`src/rtl/writeback_queue_multi.sv`:
```
// In-order write-back queue: arbitrates load-unit and ALU results into a DEPTH-entry
// FIFO, drains one entry per cycle to register-file port A, and offers B/C forwarding lookup.
module writeback_queue_multi #(
  parameter int REG_WIDTH  = 34,
  parameter int ADDR_WIDTH = 5,
  parameter int DEPTH      = 4
) (
  input  logic                    clk,
  input  logic                    rst,
  input  logic                    i_alu_valid,
  output logic                    o_alu_ready,
  input  logic [ADDR_WIDTH-1:0]   i_alu_addr,
  input  logic [REG_WIDTH-1:0]    i_alu_data,
  input  logic                    i_mem_valid,
  output logic                    o_mem_ready,
  input  logic [ADDR_WIDTH-1:0]   i_mem_addr,
  input  logic [REG_WIDTH-1:0]    i_mem_data,
  input  logic                    i_stall_wb,
  output logic [ADDR_WIDTH-1:0]   o_address_reg_a,
  output logic                    o_wenable_reg_a,
  output logic [REG_WIDTH-1:0]    o_writedata_reg_a,
  input  logic [ADDR_WIDTH-1:0]   i_lookup_addr_b,
  input  logic [ADDR_WIDTH-1:0]   i_lookup_addr_c,
  output logic                    o_hit_b,
  output logic                    o_hit_c,
  output logic [REG_WIDTH-1:0]    o_fwd_data_b,
  output logic [REG_WIDTH-1:0]    o_fwd_data_c,
  output logic [$clog2(DEPTH):0]  o_count,
  output logic                    o_empty
);

  localparam int PW = $clog2(DEPTH);
  localparam int CW = PW + 1;

  logic [ADDR_WIDTH-1:0] addr_q [DEPTH];
  logic [REG_WIDTH-1:0]  data_q [DEPTH];

  logic [PW-1:0] wr_ptr_q, wr_ptr_d;
  logic [PW-1:0] rd_ptr_q, rd_ptr_d;
  logic [CW-1:0] count_q, count_d;

  logic                  full;
  logic                  pop;
  logic                  push;
  logic [ADDR_WIDTH-1:0] push_addr;
  logic [REG_WIDTH-1:0]  push_data;
  logic [PW-1:0]         lk_idx;

  // Ready is derived only from occupancy and the drain, never from the producer's own valid.
  always_comb begin
    full        = (count_q == CW'(DEPTH));
    o_empty     = (count_q == '0);
    pop         = !o_empty && !i_stall_wb;
    o_mem_ready = !full || pop;
    o_alu_ready = o_mem_ready && !i_mem_valid;
    push        = o_mem_ready && (i_mem_valid || i_alu_valid);
    push_addr   = i_mem_valid ? i_mem_addr : i_alu_addr;
    push_data   = i_mem_valid ? i_mem_data : i_alu_data;
  end

  always_comb begin
    wr_ptr_d = push ? wr_ptr_q + PW'(1) : wr_ptr_q;
    rd_ptr_d = pop  ? rd_ptr_q + PW'(1) : rd_ptr_q;
    count_d  = count_q;
    case ({push, pop})
      2'b10:   count_d = count_q + CW'(1);
      2'b01:   count_d = count_q - CW'(1);
      default: count_d = count_q;
    endcase
  end

  always_ff @(posedge clk) begin
    if (rst) begin
      wr_ptr_q <= '0;
      rd_ptr_q <= '0;
      count_q  <= '0;
    end else begin
      wr_ptr_q <= wr_ptr_d;
      rd_ptr_q <= rd_ptr_d;
      count_q  <= count_d;
    end
  end

  always_ff @(posedge clk) begin
    if (!rst && push) begin
      addr_q[wr_ptr_q] <= push_addr;
      data_q[wr_ptr_q] <= push_data;
    end
  end

  always_comb begin
    o_wenable_reg_a   = pop;
    o_address_reg_a   = '0;
    o_writedata_reg_a = '0;
    if (!o_empty) begin
      o_address_reg_a   = addr_q[rd_ptr_q];
      o_writedata_reg_a = data_q[rd_ptr_q];
    end
  end

  // Scan oldest to youngest so a later match overwrites an earlier one.
  always_comb begin
    o_hit_b      = 1'b0;
    o_hit_c      = 1'b0;
    o_fwd_data_b = '0;
    o_fwd_data_c = '0;
    lk_idx       = '0;
    for (int unsigned k = 0; k < DEPTH; k++) begin
      lk_idx = rd_ptr_q + PW'(k);
      if (CW'(k) < count_q) begin
        if (addr_q[lk_idx] == i_lookup_addr_b) begin
          o_hit_b      = 1'b1;
          o_fwd_data_b = data_q[lk_idx];
        end
        if (addr_q[lk_idx] == i_lookup_addr_c) begin
          o_hit_c      = 1'b1;
          o_fwd_data_c = data_q[lk_idx];
        end
      end
    end
  end

  assign o_count = count_q;

endmodule

```
`config.mk`:
```
export PLATFORM = sky130hd
export DESIGN_NAME = writeback_queue_multi
export DESIGN_NICKNAME = d
export VERILOG_FILES = /design/src/rtl/writeback_queue_multi.sv
export SDC_FILE = /design/constraint.sdc
export NUM_CORES = 1
export LEC_CHECK = 0
export ABC_AREA = 1
export CORE_MARGIN = 2
export CORE_UTILIZATION = 40
export DETAILED_ROUTE_END_ITERATION = 16
export PLACE_DENSITY = 0.61
export SYNTH_ARGS = -nofsm -noshare
export SYNTH_HDL_FRONTEND = slang
export SYNTH_SLANG_ARGS = --single-unit
```
`constraint.sdc`:
```
create_clock -name clk -period 7.3 [get_ports clk]
set_clock_uncertainty 0.15 [all_clocks]
set_input_delay 0.73 -clock clk [delete_from_list [all_inputs] [get_ports clk]]
set_output_delay 0.73 -clock clk [all_outputs]
set_load 0.01 [all_outputs]
```
==> results of run 1 <==
-- layout make-up --
class / count / area [sq um]
clock inverters: 15 / 191.4
well taps: 448 / 560.5
fillers: 3309 / 17040
inverters: 210 / 793.3
multi-input cells: 1632 / 7198
clock buffers: 17 / 425.4
flip-flops and latches: 165 / 4872
repair buffers: 224 / 2197
-- metal layers --
layer	vias to the layer above	routed length [microns]	GRT usage, %
li1	7040	-	-
met1	6541	20820	35.21
met2	563	21880	44.20
met3	64	2993	3.546
met4	0	708	6.593
met5	-	0	0
-- worst max-delay path by stage --
stage                 from               end  cells past startpoint
5_1_grt        rd_ptr_q[0]  o_fwd_data_c[32]                     15
4_1_cts        rd_ptr_q[0]  o_fwd_data_b[24]                     15
2_1_floorplan   o_count[0]      addr_q[0][0]                      6
3_5_place_dp   rd_ptr_q[0]  o_fwd_data_b[24]                     15
3_3_place_gp   rd_ptr_q[0]  o_fwd_data_c[33]                     15
6_report       rd_ptr_q[0]  o_fwd_data_b[24]                     15
-- worst register-to-register path, stage by stage, from the launching register on --
cell     delay [ns]
dfxtp_4        0.93
nand2_2        0.87
nand2_4        0.60
buf_4          0.59
a21oi_1        0.19
-- Yosys cell counts --
cell / count / share of area, %
nor3b_1: 1 / 0.056
inv_2: 5 / 0.14
o221ai_1: 33 / 2.2
buf_4: 12 / 0.67
o21ai_2: 2 / 0.13
a32oi_1: 34 / 2.2
ha_1: 9 / 0.84
o21ai_0: 126 / 4.7
a22oi_1: 34 / 1.9
nor2_1: 405 / 11
inv_4: 2 / 0.093
nor2_4: 1 / 0.084
nor2_2: 2 / 0.093
buf_2: 42 / 1.6
nand3_2: 4 / 0.30
a21oi_1: 15 / 0.56
buf_1: 9 / 0.25
nand2_2: 6 / 0.28
xor2_1: 8 / 0.52
buf_6: 7 / 0.59
o21ai_1: 27 / 1.0
clkinv_1: 3 / 0.084
a21boi_0: 1 / 0.056
nand2_4: 2 / 0.17
nand3_1: 105 / 3.9
o211ai_1: 1 / 0.056
dfxtp_1: 9 / 1.3
edfxtp_1: 156 / 35
clkbuf_1: 60 / 1.7
inv_1: 200 / 5.6
or2_2: 2 / 0.093
nand2_1: 814 / 23
-- logic make-up after synthesis --
logic type,after synthesis,synth area share [%]
compound gates,273,12.76
simple gates,1342,39.03
buf+inv,340,10.65
xor+xnor,8,0.5214
flops,165,36.20
fa+ha+maj,9,0.8379
-- stage by stage --
stage / instance area [sq um] / std cells / util, % / total power [uW]
after global placement: 15620 / 2679 / 46.94 / 4152
after global routing: 16240 / 2711 / 48.79 / 5508
after CTS: 16240 / 2711 / 48.79 / 5128
after detailed placement: 15620 / 2679 / 46.94 / 4180
after floorplan: 13440 / 2137 / - / 3059
final: 16240 / 2711 / 48.79 / 5130
-- power by group through the flow --
stage	logic (uW)	registers, uW	clock network (uW)
6_report	2970	1210	949
5_1_grt	3290	1220	998
4_1_cts	2960	1210	958
3_5_place_dp	2950	1230	0
3_3_place_gp	2920	1230	0
2_1_floorplan	1890	1170	0
-- state kept, by name (all words and copies together), names as in the netlist, named ones only --
| register | count |
|---|---|
| o_count | 3 |
| rd_ptr_q | 2 |
| wr_ptr_q | 2 |
| data_q | 136 |
| addr_q | 20 |
==> results_dict.tcl, run 1 <==
set metrics [dict create \
    status "complete, no violations" \
    crit_arrival_ns 5.30 \
    totalWireLength_microns 46410 \
    fmax_ghz 0.1617 \
    yosysSeqAreaShare_pct 36.20 \
    cts_tree "done" \
    fp.dieH_microns 187.3 \
    crit_family "simple AND/OR/NAND/NOR gates" \
    path_max_fanout 91 \
    comb_power_share_pct 57.9 \
    synth_nets 2239 \
    path_class "reg2out" \
    path_cells "inv_4 -> nand2_4 -> nand2_2 -> nand2_1 -> nand2_1 -> nand2_1 -> nand2_1 -> nor2_1 -> nand3_4 -> nor2_1 -> nor2_1 -> nand2_1 -> nand2_1 -> nand2_1 -> clkdlybuf4s50_1" \
    power_frac_clock_pct 18.5 \
    holdPathEnd "wr_ptr_q[1]" \
    ys_ff_latch 165 \
    drive_gt1_share_pct 3.624 \
    hold_viol 0 \
    num_antenna_cells 0 \
    setup_viol 0 \
    intPower_uw 2691 \
    hp-start "wr_ptr_q[1]" \
    vias_per_cell 5.241 \
    start_kind "register" \
    grtUsageTotal_pct 26.11 \
    cpMostUsedCell "nand2_1" \
    slew-limit-headroom_pct 16.71 \
    netlist-cell-type-count 32 \
    p_seq_share_pct 23.7 \
    drc_errors 0 \
    critPathSlowestCell "dfxtp_4" \
    io_pins 209 \
    setup_ws_ns 1.117 \
    holdWs_ns 0.3856 \
    hold_class "reg2reg" \
    crit_buf_inv 2 \
    clock-sinks 165 \
    place_congestion 0.8449 \
    ant_nets 0 \
    timing.rr.start "rd_ptr_q[0]" \
    min_path_cells 2 \
    drt_iter0_drc 1445 \
    syn_area_sq_um 13440 \
    reg2reg_setup_slack_ns 3.82 \
    grt.overflow.total 0 \
    cts_setup_buffers 0 \
    wl_per_cell_microns 17.12 \
    clk_pin_slew_ns 0.06 \
    hpwlAfterDp_microns 29700 \
    grt_pass1_wl_microns 72590 \
    numPortBuffers 208 \
    max_cap_violations 0 \
    htree_levels 4 \
    antenna_found_initial 0 \
    dp_slack_ns 1.647 \
    fin_nets 2352 \
    p_per_area_nw_per_um2 315.9 \
    synth.avg_cell_area_sq_um 6.289 \
    clk_latency_ns 0.43 \
    cts_inserted_buffers 17 \
    grt_pass1_vias 13080 \
    dr.pass1.iters 6 \
    area_delta_synth_final_pct 20.83 \
    post_cts_resized 0 \
    cts-root-buf "clkbuf_16" \
    required_ns 6.42 \
    peakVddDrop_uv 159.2 \
    rr_worst_depth 4 \
    swShare_pct 47.54 \
    core_area_sq_um 33280 \
    ctsHoldBuffers 0 \
    slowest_delay_ns 0.93 \
    setup_tns_ns 0 \
    finalCriticalPeriod_ns 6.183 \
    period_share_pct 84.70 \
    initial_core_util_pct 40.38 \
    netlist_instances 2137 \
    tightest_slew_ns 1.249 \
    cellLeakagePower_uw 0.007410 \
    cp-end-kind "output pin" \
    die_area_sq_um 35080 \
    power.net_switching_uw 2439 \
    rows 67 \
    grt_max_degree 113 \
    final_cell_mix "814 x nand2_1, 401 x nor2_1, 207 x clkdlybuf4s50_1" \
    r2r-end "rd_ptr_q[1]" \
    synth_warnings 0 \
    slew_viol_final 0 \
    clockBufferDepth 2 \
    vias 14210 \
    die_x_microns 187.3 \
    rsz0062_at_grt "false" \
    final_common_cell "nand2_1" \
]
(Power assumes the default switching activity.)
==> run 2: changes to the inputs <==
Clock period 7.3 ns to 5.9 ns, I/O delays scaled along.
==> run 2 against run 1 <==
  * Utilization decreased by 0.10 points
  * Critical path depth unchanged
  * Cell area decreased by 0.21%
  * Hold slack better by 0.0023 ns
  * Critical path type unchanged
  * Critical endpoint is now o_fwd_data_b[13]
  * Largest cell class unchanged
==> results_dict.tcl, run 2 (synthesis results as in run 1) <==
set metrics [dict create \
    totalWireLength_microns 47360 \
    period_share_pct 91.55 \
    die_area_sq_um 35080 \
    path_max_fanout 69 \
    place_congestion 0.9176 \
    setup_tns_ns 0 \
    grt_pass1_vias 13320 \
    hold_viol 0 \
    ctsHoldBuffers 0 \
    antenna_found_initial 0 \
    vias_per_cell 5.297 \
    area_delta_synth_final_pct 20.58 \
    placed_cells 2684 \
    setup_ws_ns 0.4988 \
    finalCriticalPeriod_ns 5.401 \
    core_area_sq_um 33280 \
    status "complete, no violations" \
    p_seq_share_pct 23.6 \
    path_cells "inv_4 -> nand2_4 -> nand2_2 -> nand2_1 -> nand2_1 -> nand2_1 -> nand2_1 -> nor2_1 -> nand3_4 -> nor2_1 -> nor2_1 -> nand2_1 -> nand2_1 -> nand2_1 -> clkdlybuf4s50_1" \
    post_cts_resized 0 \
    utilization_pct 48.69 \
    dpl_cell_area_sq_um 15670 \
    slew-limit-headroom_pct 26.19 \
    dr.pass1.iters 6 \
    peakVddDrop_uv 236.4 \
    tightest_slew_ns 1.105 \
    slowest_delay_ns 0.61 \
    cpMostUsedCell "nand2_1" \
    fin_nets 2357 \
    clock-sinks 165 \
    setup_viol 0 \
    regMostFlops "data_q" \
    io_pins 209 \
    ant_nets 0 \
    final_common_cell "nand2_1" \
    clk_latency_ns 0.44 \
    p_per_area_nw_per_um2 384.4 \
    clockBufferDepth 2 \
    die_x_microns 187.3 \
    required_ns 5.16 \
    grt_max_degree 103 \
    grt_pass1_wl_microns 73800 \
    hold_class "reg2reg" \
    htree_levels 4 \
    cts_setup_buffers 0 \
    start_kind "register" \
    cellLeakagePower_uw 0.007398 \
    vias 14390 \
    rows 67 \
    fin_area_sq_um 16200 \
    fill_cells 3382 \
    cts_inserted_buffers 17 \
    cts-root-buf "clkbuf_16" \
    numPortBuffers 208 \
    largest_reg_flops 136 \
    path_class "reg2out" \
    grtUsageTotal_pct 26.75 \
    num_antenna_cells 0 \
    comb_power_share_pct 59.6 \
    drc_errors 0 \
    clk_pin_slew_ns 0.07 \
    slew_viol_final 0 \
    final_cell_mix "814 x nand2_1, 401 x nor2_1, 207 x clkdlybuf4s50_1" \
    swShare_pct 48.62 \
    drt_iter0_drc 1252 \
    finalNonFillerCells 2716 \
    crit_arrival_ns 4.66 \
    fp.dieH_microns 187.3 \
    intPower_uw 3201 \
    cts_tree "done" \
    power_frac_clock_pct 16.9 \
    drive_gt1_share_pct 3.792 \
    cp-end-kind "output pin" \
    max_cap_violations 0 \
    grt.overflow.total 0 \
    initial_core_util_pct 40.38 \
    fmax_ghz 0.1851 \
    hpwlAfterDp_microns 31220 \
    wl_per_cell_microns 17.44 \
    critPathSlowestCell "nand3_4" \
    rsz0062_at_grt "false" \
    power.net_switching_uw 3029 \
    dp_slack_ns 1.027 \
]
==> run 2: cell types whose count changed in the layout (fill, tap and decap cells not counted) <==
cell	before	now
buf_12	0	1
buf_4	16	20
bufinv_16	3	0
clkbuf_1	0	1
clkinv_2	1	3
clkinv_4	1	4
inv_8	3	0
==> run 2: through the flow <==
step                hold slack (ns)  power [uW]
floorplan                    0.3397        3785
global placement             0.3625        5131
detailed placement           0.3829        5171
CTS                          0.3925        6213
global route                 0.4357        6682
finish                       0.3879        6229
==> run 2: final timing paths <==
kind	start	to	slack (ns)	cells past startpoint
worst max register to register	o_count[0]	data_q[0][13]	2.57	7
worst min register to register	wr_ptr_q[1]	wr_ptr_q[1]	0.39	2
worst max-delay path	rd_ptr_q[0]	o_fwd_data_b[13]	0.50	15
worst min-delay path	wr_ptr_q[1]	wr_ptr_q[1]	0.39	2
==> run 2: cell type report <==
type                       count  area (sq um)  area share (%)
clock buffer                  18         429.2           2.648
clock inverter                14         103.9          0.6409
inverter                     210         793.3           4.895
multi-input combinational   1632          7198           44.42
sequential                   165          4872           30.07
tap                          448         560.5           3.459
timing repair buffer         229          2247           13.87
==> run 2: power by group through the flow <==
stage	sequential, uW	combinational, uW	clock (uW)
after detailed placement	1490	3680	0
final	1470	3710	1050
after global routing	1480	4100	1100
after global placement	1490	3640	0
after floorplan	1450	2340	0
after CTS	1470	3690	1050
==> run 2: critical path, delay by kind of cell (launching register included) <==
family	cells	cell delay, ns
DFF	1	0.54
buffers and inverters	2	0.73
and+or+nand+nor	13	2.87
==> run 2: layer usage <==
| metal | share of wire [%] | GRT usage, % |
|---|---|---|
| met1 | 43 | 35.22 |
| met2 | 46 | 44.14 |
| met3 | 7.3 | 4.071 |
| met4 | 3.3 | 10.68 |
| met5 | 0 | 0 |
